File: src/rtl/pipe_hazard_pkg.sv
// Shared pipeline package for the hazard controller.
// Holds the hazard FSM state encoding, register-index and counter widths,
// and the load-use compare helper.
package pipe_hazard_pkg;

    localparam int unsigned REG_W = 5;
    localparam int unsigned CNT_W = 32;

    typedef enum logic [1:0] {
        RUN      = 2'd0,
        LU_STALL = 2'd1,
        MEM_WAIT = 2'd2
    } hz_state_t;

    // A load writing x0 never creates a dependency.
    function automatic logic load_use_hit(
        input logic             load,
        input logic [REG_W-1:0] rd,
        input logic [REG_W-1:0] rs1,
        input logic [REG_W-1:0] rs2
    );
        return load && (rd != REG_W'(0)) && ((rd == rs1) || (rd == rs2));
    endfunction

endpackage

File: src/rtl/hz_perf_cnt.sv
// Hazard performance counters.
// Ports:
//   clk, reset           clock and asynchronous active-high reset
//   clr                  synchronous clear of both counters (wins over increment)
//   stall_inc            count one stall cycle
//   redir_inc            count one accepted redirect
//   stall_cnt, redir_cnt free-running counters, wrap modulo 2^CNT_W
module hz_perf_cnt
    import pipe_hazard_pkg::*;
(
    input  logic             clk,
    input  logic             reset,
    input  logic             clr,
    input  logic             stall_inc,
    input  logic             redir_inc,
    output logic [CNT_W-1:0] stall_cnt,
    output logic [CNT_W-1:0] redir_cnt
);

    logic [CNT_W-1:0] stall_cnt_q;
    logic [CNT_W-1:0] redir_cnt_q;

    // Counter registers; clear has priority over a same-cycle increment.
    always_ff @(posedge clk or posedge reset) begin
        if (reset) begin
            stall_cnt_q <= '0;
            redir_cnt_q <= '0;
        end else if (clr) begin
            stall_cnt_q <= '0;
            redir_cnt_q <= '0;
        end else begin
            if (stall_inc) stall_cnt_q <= stall_cnt_q + CNT_W'(1);
            if (redir_inc) redir_cnt_q <= redir_cnt_q + CNT_W'(1);
        end
    end

    assign stall_cnt = stall_cnt_q;
    assign redir_cnt = redir_cnt_q;

endmodule

File: src/rtl/pipe_hazard_ctrl.sv
// Pipeline hazard controller: load-use interlock, branch/jump redirect
// flushing and data-memory wait stalls, plus stall/redirect counters.
// Ports:
//   clk, reset                         clock, asynchronous active-high reset
//   LoadE, RdE                         load flag / destination in E
//   Rs1D, Rs2D                         sources of the instruction in D
//   RedirectB                          taken branch/jump resolved in B
//   MemReqM, MemReadyM                 data-memory handshake in M
//   CntClr                             synchronous clear of both counters
//   StallF/D/E/B/M                     hold pipeline registers
//   FlushD/E/B/W                       synchronous clear of pipeline registers
//   StallCnt, RedirCnt                 performance counters
// Stall/flush outputs are combinational from state and inputs (no added
// latency); only the FSM state and counters are registered.
module pipe_hazard_ctrl
    import pipe_hazard_pkg::*;
(
    input  logic             clk,
    input  logic             reset,
    input  logic             LoadE,
    input  logic [REG_W-1:0] RdE,
    input  logic [REG_W-1:0] Rs1D,
    input  logic [REG_W-1:0] Rs2D,
    input  logic             RedirectB,
    input  logic             MemReqM,
    input  logic             MemReadyM,
    input  logic             CntClr,
    output logic             StallF,
    output logic             StallD,
    output logic             StallE,
    output logic             StallB,
    output logic             StallM,
    output logic             FlushD,
    output logic             FlushE,
    output logic             FlushB,
    output logic             FlushW,
    output logic [CNT_W-1:0] StallCnt,
    output logic [CNT_W-1:0] RedirCnt
);

    hz_state_t state;
    hz_state_t state_nxt;
    logic      lu_pending;
    logic      lu_pending_nxt;
    logic      hazard;
    logic      mem_stall;
    logic      redir_acc;

    assign hazard = load_use_hit(LoadE, RdE, Rs1D, Rs2D);

    // Memory keeps priority until it reports ready, whether the wait began
    // this cycle or earlier.
    assign mem_stall = !MemReadyM && (MemReqM || (state == MEM_WAIT));

    // State register.
    always_ff @(posedge clk or posedge reset) begin
        if (reset) begin
            state      <= RUN;
            lu_pending <= 1'b0;
        end else begin
            state      <= state_nxt;
            lu_pending <= lu_pending_nxt;
        end
    end

    // Next-state and stall/flush decode.
    always_comb begin
        state_nxt      = state;
        lu_pending_nxt = lu_pending;
        redir_acc      = 1'b0;
        StallF         = 1'b0;
        StallD         = 1'b0;
        StallE         = 1'b0;
        StallB         = 1'b0;
        StallM         = 1'b0;
        FlushD         = 1'b0;
        FlushE         = 1'b0;
        FlushB         = 1'b0;
        FlushW         = 1'b0;

        if (mem_stall) begin
            // Freeze F..M, bubble into W; redirect and load-use wait.
            StallF    = 1'b1;
            StallD    = 1'b1;
            StallE    = 1'b1;
            StallB    = 1'b1;
            StallM    = 1'b1;
            FlushW    = 1'b1;
            state_nxt = MEM_WAIT;
            // Remember the interrupted second bubble cycle.
            if (state == LU_STALL) lu_pending_nxt = 1'b1;
        end else begin
            case (state)
                MEM_WAIT: begin
                    // Ready cycle: pipeline advances, nothing else accepted.
                    state_nxt      = lu_pending ? LU_STALL : RUN;
                    lu_pending_nxt = 1'b0;
                end
                LU_STALL: begin
                    state_nxt = RUN;
                    if (RedirectB) begin
                        redir_acc = 1'b1;
                        FlushD    = 1'b1;
                        FlushE    = 1'b1;
                        FlushB    = 1'b1;
                    end else begin
                        StallF = 1'b1;
                        StallD = 1'b1;
                        FlushE = 1'b1;
                    end
                end
                default: begin
                    if (RedirectB) begin
                        redir_acc = 1'b1;
                        FlushD    = 1'b1;
                        FlushE    = 1'b1;
                        FlushB    = 1'b1;
                        state_nxt = RUN;
                    end else if (hazard) begin
                        StallF    = 1'b1;
                        StallD    = 1'b1;
                        FlushE    = 1'b1;
                        state_nxt = LU_STALL;
                    end else begin
                        state_nxt = RUN;
                    end
                end
            endcase
        end

        // Pipeline controls are quiet while reset is held.
        if (reset) begin
            redir_acc = 1'b0;
            StallF    = 1'b0;
            StallD    = 1'b0;
            StallE    = 1'b0;
            StallB    = 1'b0;
            StallM    = 1'b0;
            FlushD    = 1'b0;
            FlushE    = 1'b0;
            FlushB    = 1'b0;
            FlushW    = 1'b0;
        end
    end

    hz_perf_cnt u_perf_cnt (
        .clk       (clk),
        .reset     (reset),
        .clr       (CntClr),
        .stall_inc (StallF),
        .redir_inc (redir_acc),
        .stall_cnt (StallCnt),
        .redir_cnt (RedirCnt)
    );

endmodule
File: config.mk
export PLATFORM = sky130hd
export DESIGN_NAME = pipe_hazard_ctrl
export DESIGN_NICKNAME = d
export VERILOG_FILES = /design/src/rtl/pipe_hazard_pkg.sv /design/src/rtl/hz_perf_cnt.sv /design/src/rtl/pipe_hazard_ctrl.sv
export SDC_FILE = /design/constraint.sdc
export NUM_CORES = 1
export LEC_CHECK = 0
export CORE_MARGIN = 10
export CORE_UTILIZATION = 49
export DETAILED_ROUTE_END_ITERATION = 10
export PLACE_DENSITY = 0.85
export SYNTH_ARGS = -nofsm -noshare
export SYNTH_HDL_FRONTEND = slang
export SYNTH_SLANG_ARGS = --single-unit
File: constraint.sdc
create_clock -name clk -period 3.7 [get_ports clk]
set_input_delay 0.37 -clock clk [delete_from_list [all_inputs] [get_ports clk]]
set_output_delay 0.37 -clock clk [all_outputs]
set_load 0.1 [all_outputs]
==> impl_metrics.json, run 1 <==
{
  "status": "completed",
  "synth-xor-area-share": 0.0962,
  "antenna_left": 0,
  "rows": 31,
  "reg2reg_depth": 6,
  "clock_latency_ns": 0.35,
  "dpl.hpwl_mm": 7.02,
  "drv_cap": 0,
  "port_buffers": 94,
  "critPathMaxStageDelay_ns": 0.54,
  "period_minus_slack_ns": 2.79,
  "yosysSeqAreaShare": 0.460,
  "hold_end": "u_perf_cnt.redir_cnt[31]",
  "wl_per_cell_um": 16.8,
  "fin_nets": 514,
  "holdBufCountCts": 0,
  "fmax_ghz": 0.358,
  "path_max_fanout": 16,
  "finalSetupViolCount": 0,
  "grt_first_pass_wirelength_mm": 16.2,
  "synthToLayoutAreaGrowth_pct": 32.3,
  "cp_slowest_cell": "or4_1",
  "hold_viol": 0,
  "synth_simple_gate_area_frac": 0.267,
  "ir_drop_v": 0.000214,
  "start_kind": "input pin",
  "place.gp.congestion": 0.911,
  "cts_buffers": 9,
  "p_per_area_nw_per_um2": 312,
  "via_count": 3388,
  "drc": 0,
  "ys_types": 38,
  "viasPerCell": 5.74,
  "cts_tree": "done",
  "drive_above_1_share": 0.0794,
  "postSynthCellCount": 403,
  "grt_use_total": 0.172,
  "die-area_um2": 11300,
  "drtPass1Iterations": 4,
  "min-delay-start": "u_perf_cnt.redir_cnt[31]",
  "rsz0062_at_grt": "no",
  "synth_area_per_cell_um2": 9.04,
  "die_x_um": 106,
  "synth.area.mux_share": 0.0148,
  "antenna_cells": 0,
  "rr_startpoint": "u_perf_cnt.stall_cnt[5]",
  "synth_top_family_by_area": "simple AND/OR/NAND/NOR gates",
  "regToRegSetupSlack_ns": 1.12,
  "totalWireLength_mm": 9.94,
  "ys_seq_elements": 67,
  "synthAdderAreaFrac": 0.0137,
  "clock_sinks": 67,
  "cts_resized": 0,
  "cp.arrival_ns": 2.42,
  "clockBufferDepth": 2,
  "drt_iter0_markers": 199,
  "synth_nets": 429,
  "leakage_nw": 1.90,
  "hold_path.class": "reg -> reg",
  "maxSlewHeadroom": 0.314,
  "cp_cell_sequence": "clkdlybuf4s50_1 -> or4_1 -> o21ai_0 -> o41a_2 -> inv_1 -> buf_12",
  "die_h_um": 106,
  "core_um2": 7250,
  "multi_input_area_um2": 1820,
  "yosys_warnings": 0,
  "finalMaxSlewViolations": 0,
  "dpl_cell_area_um2": 4640,
  "cp-end-kind": "output pin",
  "tightest_slew_ns": 1.03,
  "stdcell_area_um2": 4820,
  "skew_ns": 0.0107,
  "root_buffer": "clkbuf_8",
  "critical_path_required_ns": 3.33,
  "fin_crit_sh": 0.755,
  "r2r_end": "u_perf_cnt.stall_cnt[26]",
  "h-tree-depth": 3,
  "ios": 95,
  "grt_overflow": 0,
  "synth_compound_area_frac": 0.106,
  "antenna_found_initial": 0,
  "cp.buffers_inverters": 3,
  "initial_core_util": 0.502,
  "min_delay_path_depth": 2,
  "critPathKind": "in -> out",
  "crit_path_start": "RdE[1]",
  "grt_pass1_vias": 3229,
  "ff_latch_area_um2": 1680,
  "cts.clk_slew.worst_paths_ns": 0.06,
  "syn-cell-area_um2": 3640,
  "finalSetupTns_ns": 0,
  "fillers": 578,
  "grt_max_degree": 68,
  "postCtsSetupRepairBufs": 0,
  "cpLargestDelayFamily": "buffers and inverters"
}
## how the worst max path moves through the flow
stage                                     to  slack (ns)  cells past startpoint
global route                          StallD        0.80                      7
CTS                                   StallD        0.92                      6
floorplan                             FlushE        0.34                      6
global placement    u_perf_cnt.stall_cnt[25]        0.71                      8
detailed placement  u_perf_cnt.stall_cnt[25]        0.66                      8
finish                                StallF        0.91                      6
## layout by cell type (no fill, tap or decap), types with 3 or more instances in the layout
cell and count:
buf_4 13, nand2_1 28, o21ai_0 20, and2_1 4, clkbuf_8 10, nor2b_1 3, mux2_2 3, or4_1 13
o31ai_1 12, a21oi_1 29, nor4_1 3, clkdlybuf4s50_1 84, or3_1 18, xor2_1 35, ha_1 4, and3_1 10
nor3_1 6, nor2_1 49, nand3_1 25, and4_1 4, nand4_1 13, xnor2_1 5, dfrtp_1 67, inv_1 7
## where the power goes
part	internal, mW	leakage (nW)	switching (mW)
clock network	0.320	0.0950	0.268
logic	0.0516	0.871	0.124
registers	0.735	0.934	0.00388
total	1.11	1.90	0.396
## state kept, by name, summed over array words and instances, names as in the netlist
name                  count
lu_pending                1
state                     2
u_perf_cnt.stall_cnt     32
u_perf_cnt.redir_cnt     32
## per-stage QoR
| step | cells | utilization | total power, mW | hold WS [ns] | setup WS [ns] |
|---|---|---|---|---|---|
| after floorplan | 403 | - | 0.873 | 0.467 | 0.337 |
| after global placement | 576 | 0.639 | 0.926 | 0.531 | 0.707 |
| after detailed placement | 576 | 0.639 | 0.929 | 0.544 | 0.655 |
| after CTS | 590 | 0.664 | 1.51 | 0.565 | 0.917 |
| after global routing | 590 | 0.664 | 1.55 | 0.582 | 0.796 |
| final | 590 | 0.664 | 1.50 | 0.556 | 0.907 |
## routing by layer
| metal | GRT usage | wire length [um] |
|---|---|---|
| met5 | 0 | 0 |
| met4 | 0.0590 | 118 |
| met3 | 0.0580 | 757 |
| met2 | 0.267 | 4630 |
| met1 | 0.220 | 4430 |
## synthesized netlist by cell type, drive strengths merged
library cell  count  share of area
nand2            28          0.029
and4              4         0.0096
clkbuf           16          0.016
nor2             49          0.050
mux2i             2         0.0055
or4              13          0.027
and2              4         0.0069
o21ai            20          0.027
nor4              4         0.0086
o22ai             1         0.0017
nand3            25          0.034
o21a              1         0.0021
ha                4          0.014
or3              18          0.031
mux2              3         0.0093
xor2             35          0.084
nand2b            2         0.0034
a22oi             1         0.0021
buf              10          0.017
nor3              8          0.012
nor3b             2         0.0041
xnor2             5          0.012
o31ai            12          0.025
a21boi            1         0.0021
o41a              1         0.0031
nand4b            1         0.0024
or2               1         0.0017
nor2b             3         0.0052
nand4            13          0.022
o21ba             1         0.0027
a21oi            29          0.040
dfrtp            67           0.46
inv               8         0.0082
and3             10          0.017
nand3b            1         0.0021
## area by class of cell
cell class / instances / share of cell area
Clock inverter: 3 / 0.00831
Timing Repair Buffer: 100 / 0.204
Tap cell: 99 / 0.0257
Clock buffer: 11 / 0.0293
Multi-Input combinational cell: 302 / 0.378
Sequential cell: 67 / 0.348
Inverter: 8 / 0.00701
## worst min-delay path, cell delays in order, from the launching register on
cell,delay [ns]
dfrtp_1,0.37
xor2_1,0.08
nor2_1,0.07
## logic make-up (layout without fill, tap and decap cells)
logic type	after synthesis	count (layout)
AND/OR/NAND/NOR	186	186
AO/OA/AOI/OAI	67	67
flip-flops	67	67
XOR/XNOR	40	40
buffers and inverters	34	122
multiplexers	5	5
adder cells (fa/ha/maj)	4	4
Power figures use the tool's default switching activity.
==> run 2, diff against run 1 <==
==> constraint.sdc (replaced) <==
create_clock -name clk -period 2.8 [get_ports clk]
set_input_delay 0.28 -clock clk [delete_from_list [all_inputs] [get_ports clk]]
set_output_delay 0.28 -clock clk [all_outputs]
set_load 0.1 [all_outputs]
==> run 2 against run 1 <==
Compared with the run above:
- register-to-register slack worse by 0.72 ns
- die area stayed put
- highest routed layer unchanged
- first-iteration DRC count is 37% lower
- sequential share of layout area is 0.16 points lower
- clock skew is 0.0011 ns higher
- count of clock-buffer cells in the layout is 1 lower
==> impl_metrics.json, run 2 (synthesis gave the netlist of run 1 again) <==
{
  "drive_above_1_share": 0.229,
  "met1_usage": 0.227,
  "total_power_mw": 2.21,
  "wl_per_cell_um": 16.5,
  "cts_resized": 0,
  "period_minus_slack_ns": 2.61,
  "synthToLayoutAreaGrowth_pct": 32.9,
  "final_cell_mix": "82 x buf_4, 67 x dfrtp_1, 49 x nor2_1",
  "cpLargestDelayFamily": "buffers and inverters",
  "final_util": 0.667,
  "fmax_ghz": 0.383,
  "antenna_left": 0,
  "status": "completed",
  "dpl.hpwl_mm": 7.31,
  "cp.arrival_ns": 2.33,
  "antenna_found_initial": 0,
  "cts_tree": "done",
  "die_x_um": 106,
  "stdcell_area_um2": 4840,
  "totalWireLength_mm": 9.91,
  "critPathKind": "in -> out",
  "p_per_area_nw_per_um2": 456,
  "path_max_fanout": 9,
  "core_um2": 7250,
  "grtUsageMet3": 0.0453,
  "die_h_um": 106,
  "drtPass1Iterations": 4,
  "finalMaxSlewViolations": 0,
  "ios": 95,
  "skew_ns": 0.0118,
  "dpl_cell_area_um2": 4600,
  "dpl_worst_slack_ns": -0.0733,
  "cp_slowest_cell": "o41a_2",
  "start_kind": "input pin",
  "root_buffer": "clkbuf_8",
  "cp_cell_sequence": "clkdlybuf4s50_1 -> xor2_1 -> nor3_2 -> a22oi_1 -> o41a_2 -> inv_1 -> buf_12",
  "cts_buffers": 9,
  "tightest_slew_ns": 0.856,
  "holdBufCountCts": 0,
  "grt_max_degree": 68,
  "grt_use_met2": 0.267,
  "fin_nets": 523,
  "multi_input_area_um2": 1820,
  "rsz0062_at_grt": "no",
  "layout_commonest_cell": "buf_4",
  "drt_iter0_markers": 125,
  "fin_crit_sh": 0.932,
  "hold_ws_ns": 0.383,
  "clock_sinks": 67,
  "top_usage_layer": "met2",
  "maxSlewHeadroom": 0.430,
  "drc": 0,
  "ir_drop_v": 0.000287,
  "dp.cells": 585,
  "h-tree-depth": 3,
  "die-area_um2": 11300,
  "port_buffers": 94,
  "finalNonFillerCells": 601,
  "grt_pass1_vias": 3176,
  "clock_latency_ns": 0.34,
  "rows": 31,
  "antenna_cells": 0,
  "hold_viol": 0,
  "fillers": 576,
  "place.gp.congestion": 0.875,
  "finalSetupViolCount": 0,
  "cp.buffers_inverters": 3,
  "drv_cap": 0,
  "viasPerCell": 5.58,
  "leakage_nw": 2.11,
  "initial_core_util": 0.502,
  "cts.clk_slew.worst_paths_ns": 0.08,
  "clockBufferDepth": 2,
  "finalSetupTns_ns": 0,
  "grt_use_total": 0.172,
  "critPathMaxStageDelay_ns": 0.61,
  "hold_path.class": "in -> reg",
  "ff_latch_area_um2": 1680,
  "critical_path_required_ns": 2.52,
  "grt_first_pass_wirelength_mm": 16.1,
  "postCtsSetupRepairBufs": 0,
  "via_count": 3351,
  "grt_overflow": 0,
  "cp-end-kind": "output pin",
  "setup_ws_ns": 0.190
}
run 2: layout make-up:
| cell class | instances | share of cell area |
|---|---|---|
| tap | 99 | 0.0256 |
| inverter | 8 | 0.00698 |
| sequential | 67 | 0.346 |
| clock inverter | 6 | 0.0235 |
| clock buffer | 10 | 0.0264 |
| multi-input combinational | 302 | 0.377 |
| timing repair buffer | 109 | 0.194 |
run 2: report_power, final:
| group | switching (mW) | total (mW) | internal [mW] |
|---|---|---|---|
| logic | 0.167 | 0.248 | 0.0809 |
| registers | 0.00471 | 0.976 | 0.971 |
| clock network | 0.389 | 0.982 | 0.593 |
| total | 0.561 | 2.21 | 1.65 |
run 2: routing by layer:
metal / part of all wire / routed length [um]
met1: 0.46 / 4520
met2: 0.46 / 4600
met3: 0.066 / 655
met4: 0.014 / 138
met5: 0 / 0
run 2: worst paths after layout:
check                           startpoint                  endpoint  slack, ns  cells past startpoint
max in group asynchronous            reset  u_perf_cnt.stall_cnt[27]       1.49                      3
worst max-delay path                RdE[3]                    StallF       0.19                      7
worst max register to register    state[0]  u_perf_cnt.stall_cnt[10]       0.40                      7
worst min register to register  lu_pending                lu_pending       0.56                      2
min in group asynchronous            reset  u_perf_cnt.stall_cnt[30]       0.75                      3
worst min-delay path                CntClr   u_perf_cnt.stall_cnt[9]       0.38                      2
==> run 3, diff against run 2 <==
--- a/config.mk
+++ b/config.mk
@@ -9,6 +9,7 @@
 export CORE_UTILIZATION = 49
 export DETAILED_ROUTE_END_ITERATION = 10
 export PLACE_DENSITY = 0.85
+export SETUP_SLACK_MARGIN = 0.4
 export SYNTH_ARGS = -nofsm -noshare
 export SYNTH_HDL_FRONTEND = slang
 export SYNTH_SLANG_ARGS = --single-unit
==> run 3 against run 2 <==
Compared with the run above:
- register-to-register slack better by 0.04 ns
- highest routed layer unchanged
- clock skew is 0.0044 ns higher
- maximum frequency increased by 10%
- utilization is 1.9 points higher
- largest power group is now sequential cells
- critical endpoint is now u_perf_cnt.stall_cnt[25]
==> impl_metrics.json, run 3 (synthesis gave the netlist of run 1 again) <==
{
  "place.gp.congestion": 0.875,
  "start_kind": "flop",
  "skew_ns": 0.0162,
  "critical_path_required_ns": 3.02,
  "wl_per_cell_um": 17.5,
  "antenna_cells": 0,
  "grtUsageMet3": 0.0471,
  "cp.arrival_ns": 2.58,
  "path_max_fanout": 7,
  "total_power_mw": 2.05,
  "ir_drop_v": 0.000343,
  "cts_tree": "done",
  "antenna_found_initial": 0,
  "drt_iter0_markers": 157,
  "p_comb_frac": 0.139,
  "seqPwrFrac": 0.477,
  "p_clk_frac": 0.384,
  "multi_input_area_um2": 1900,
  "power.internal_mw": 1.50,
  "cp-end-kind": "flop",
  "port_buffers": 94,
  "drtPass1Iterations": 4,
  "p_per_area_nw_per_um2": 411,
  "grt_use_met2": 0.289,
  "period_minus_slack_ns": 2.36,
  "h-tree-depth": 3,
  "synthToLayoutAreaGrowth_pct": 36.6,
  "ff_latch_area_um2": 1700,
  "drive_above_1_share": 0.282,
  "dpl.hpwl_mm": 7.11,
  "switching_share": 0.266,
  "root_buffer": "clkbuf_8",
  "core_um2": 7250,
  "dpl_worst_slack_ns": -0.0224,
  "top_usage_layer": "met2",
  "leakage_nw": 2.14,
  "cts.clk_slew.worst_paths_ns": 0.08,
  "status": "completed",
  "cts_buffers": 9,
  "hold_viol": 0,
  "fin_crit_sh": 0.844,
  "drv_cap": 0,
  "fmax_ghz": 0.423,
  "initial_core_util": 0.502,
  "met1_usage": 0.221,
  "grt_overflow": 0,
  "clock_latency_ns": 0.34,
  "ios": 95,
  "hold_path.class": "in -> reg",
  "viasPerCell": 5.70,
  "totalWireLength_mm": 10.6,
  "grt_use_total": 0.177,
  "fin_nets": 529,
  "die_x_um": 106,
  "tightest_slew_ns": 0.850,
  "finalSetupViolCount": 0,
  "finalSetupTns_ns": 0,
  "via_count": 3455,
  "finalNonFillerCells": 606,
  "grt_max_degree": 68,
  "maxSlewHeadroom": 0.433,
  "final_cell_mix": "86 x buf_4, 54 x dfrtp_1, 48 x nor2_1",
  "antenna_left": 0,
  "rsz0062_at_grt": "no",
  "layout_commonest_cell": "buf_4",
  "fillers": 584,
  "drc": 0,
  "holdBufCountCts": 0,
  "finalMaxSlewViolations": 0,
  "grt_pass1_vias": 3347,
  "power_switching_mw": 0.545,
  "critPathKind": "reg -> reg",
  "dp.cells": 584,
  "clockBufferDepth": 2,
  "final_util": 0.686,
  "clock_sinks": 67,
  "die-area_um2": 11300,
  "die_h_um": 106,
  "rows": 31,
  "grt_first_pass_wirelength_mm": 16.6,
  "setup_ws_ns": 0.438
}
[run 3: changes by cell type in the layout (fill, tap and decap cells not counted), moves of 4 or more]
cell / delta
buf_4: +4
clkdlybuf4s50_1: -5
dfrtp_1: -13
dfrtp_2: +9
dfrtp_4: +4
dlygate4sd2_1: +5
[run 3: area by class of cell]
cell class / instances / area share
clock buffers: 12 / 0.0292
repair buffers: 115 / 0.205
multi-input cells: 302 / 0.383
flip-flops and latches: 67 / 0.342
inverters: 8 / 0.00754
clock inverters: 3 / 0.00805
well taps: 99 / 0.0249
[run 3: path summary, 6_finish.rpt]
path | from | end | slack, ns | cells after the start
worst min-delay path | CntClr | u_perf_cnt.stall_cnt[7] | 0.39 | 2
worst max-delay path | u_perf_cnt.stall_cnt[5] | u_perf_cnt.stall_cnt[25] | 0.44 | 7
min in group asynchronous | reset | u_perf_cnt.redir_cnt[2] | 0.80 | 4
max in group asynchronous | reset | u_perf_cnt.stall_cnt[6] | 1.38 | 4
worst max register to register | u_perf_cnt.stall_cnt[5] | u_perf_cnt.stall_cnt[25] | 0.44 | 7
worst min register to register | lu_pending | lu_pending | 0.55 | 2
[run 3: power by group through the flow]
stage / registers [mW] / clock network, mW / logic [mW]
detailed placement: 0.995 / 0 / 0.254
global route: 0.977 / 0.824 / 0.299
CTS: 0.976 / 0.793 / 0.268
floorplan: 1.02 / 0 / 0.144
global placement: 0.994 / 0 / 0.250
finish: 0.977 / 0.785 / 0.284
[run 3: per-stage QoR]
stage,hold WS [ns],area [um2]
2_1_floorplan,0.411,3710
3_3_place_gp,0.529,4630
3_5_place_dp,0.543,4630
4_1_cts,0.380,4890
5_1_grt,0.405,4980
6_report,0.391,4980
[run 3: worst max-delay path: stages (launching register included)]
cell     delay (ns)
dfrtp_4        0.46
nand4_1        0.19
nor4_2         0.30
buf_4          0.18
and2_1         0.19
nand3_1        0.22
nor4_1         0.33
mux2_2         0.38
[run 3: repair_timing]
item                       4_1_cts  5_1_grt
setup endpoints to repair       14        5
gates resized for setup         12        7
gates cloned                     1        1
setup buffers                    2        3
pin swaps                        5        1
[run 3: per-layer routing]
| metal | wire, um | part of all wire |
|---|---|---|
| met5 | 0 | 0 |
| met4 | 167 | 0.016 |
| met3 | 741 | 0.070 |
| met2 | 5160 | 0.49 |
| met1 | 4560 | 0.43 |
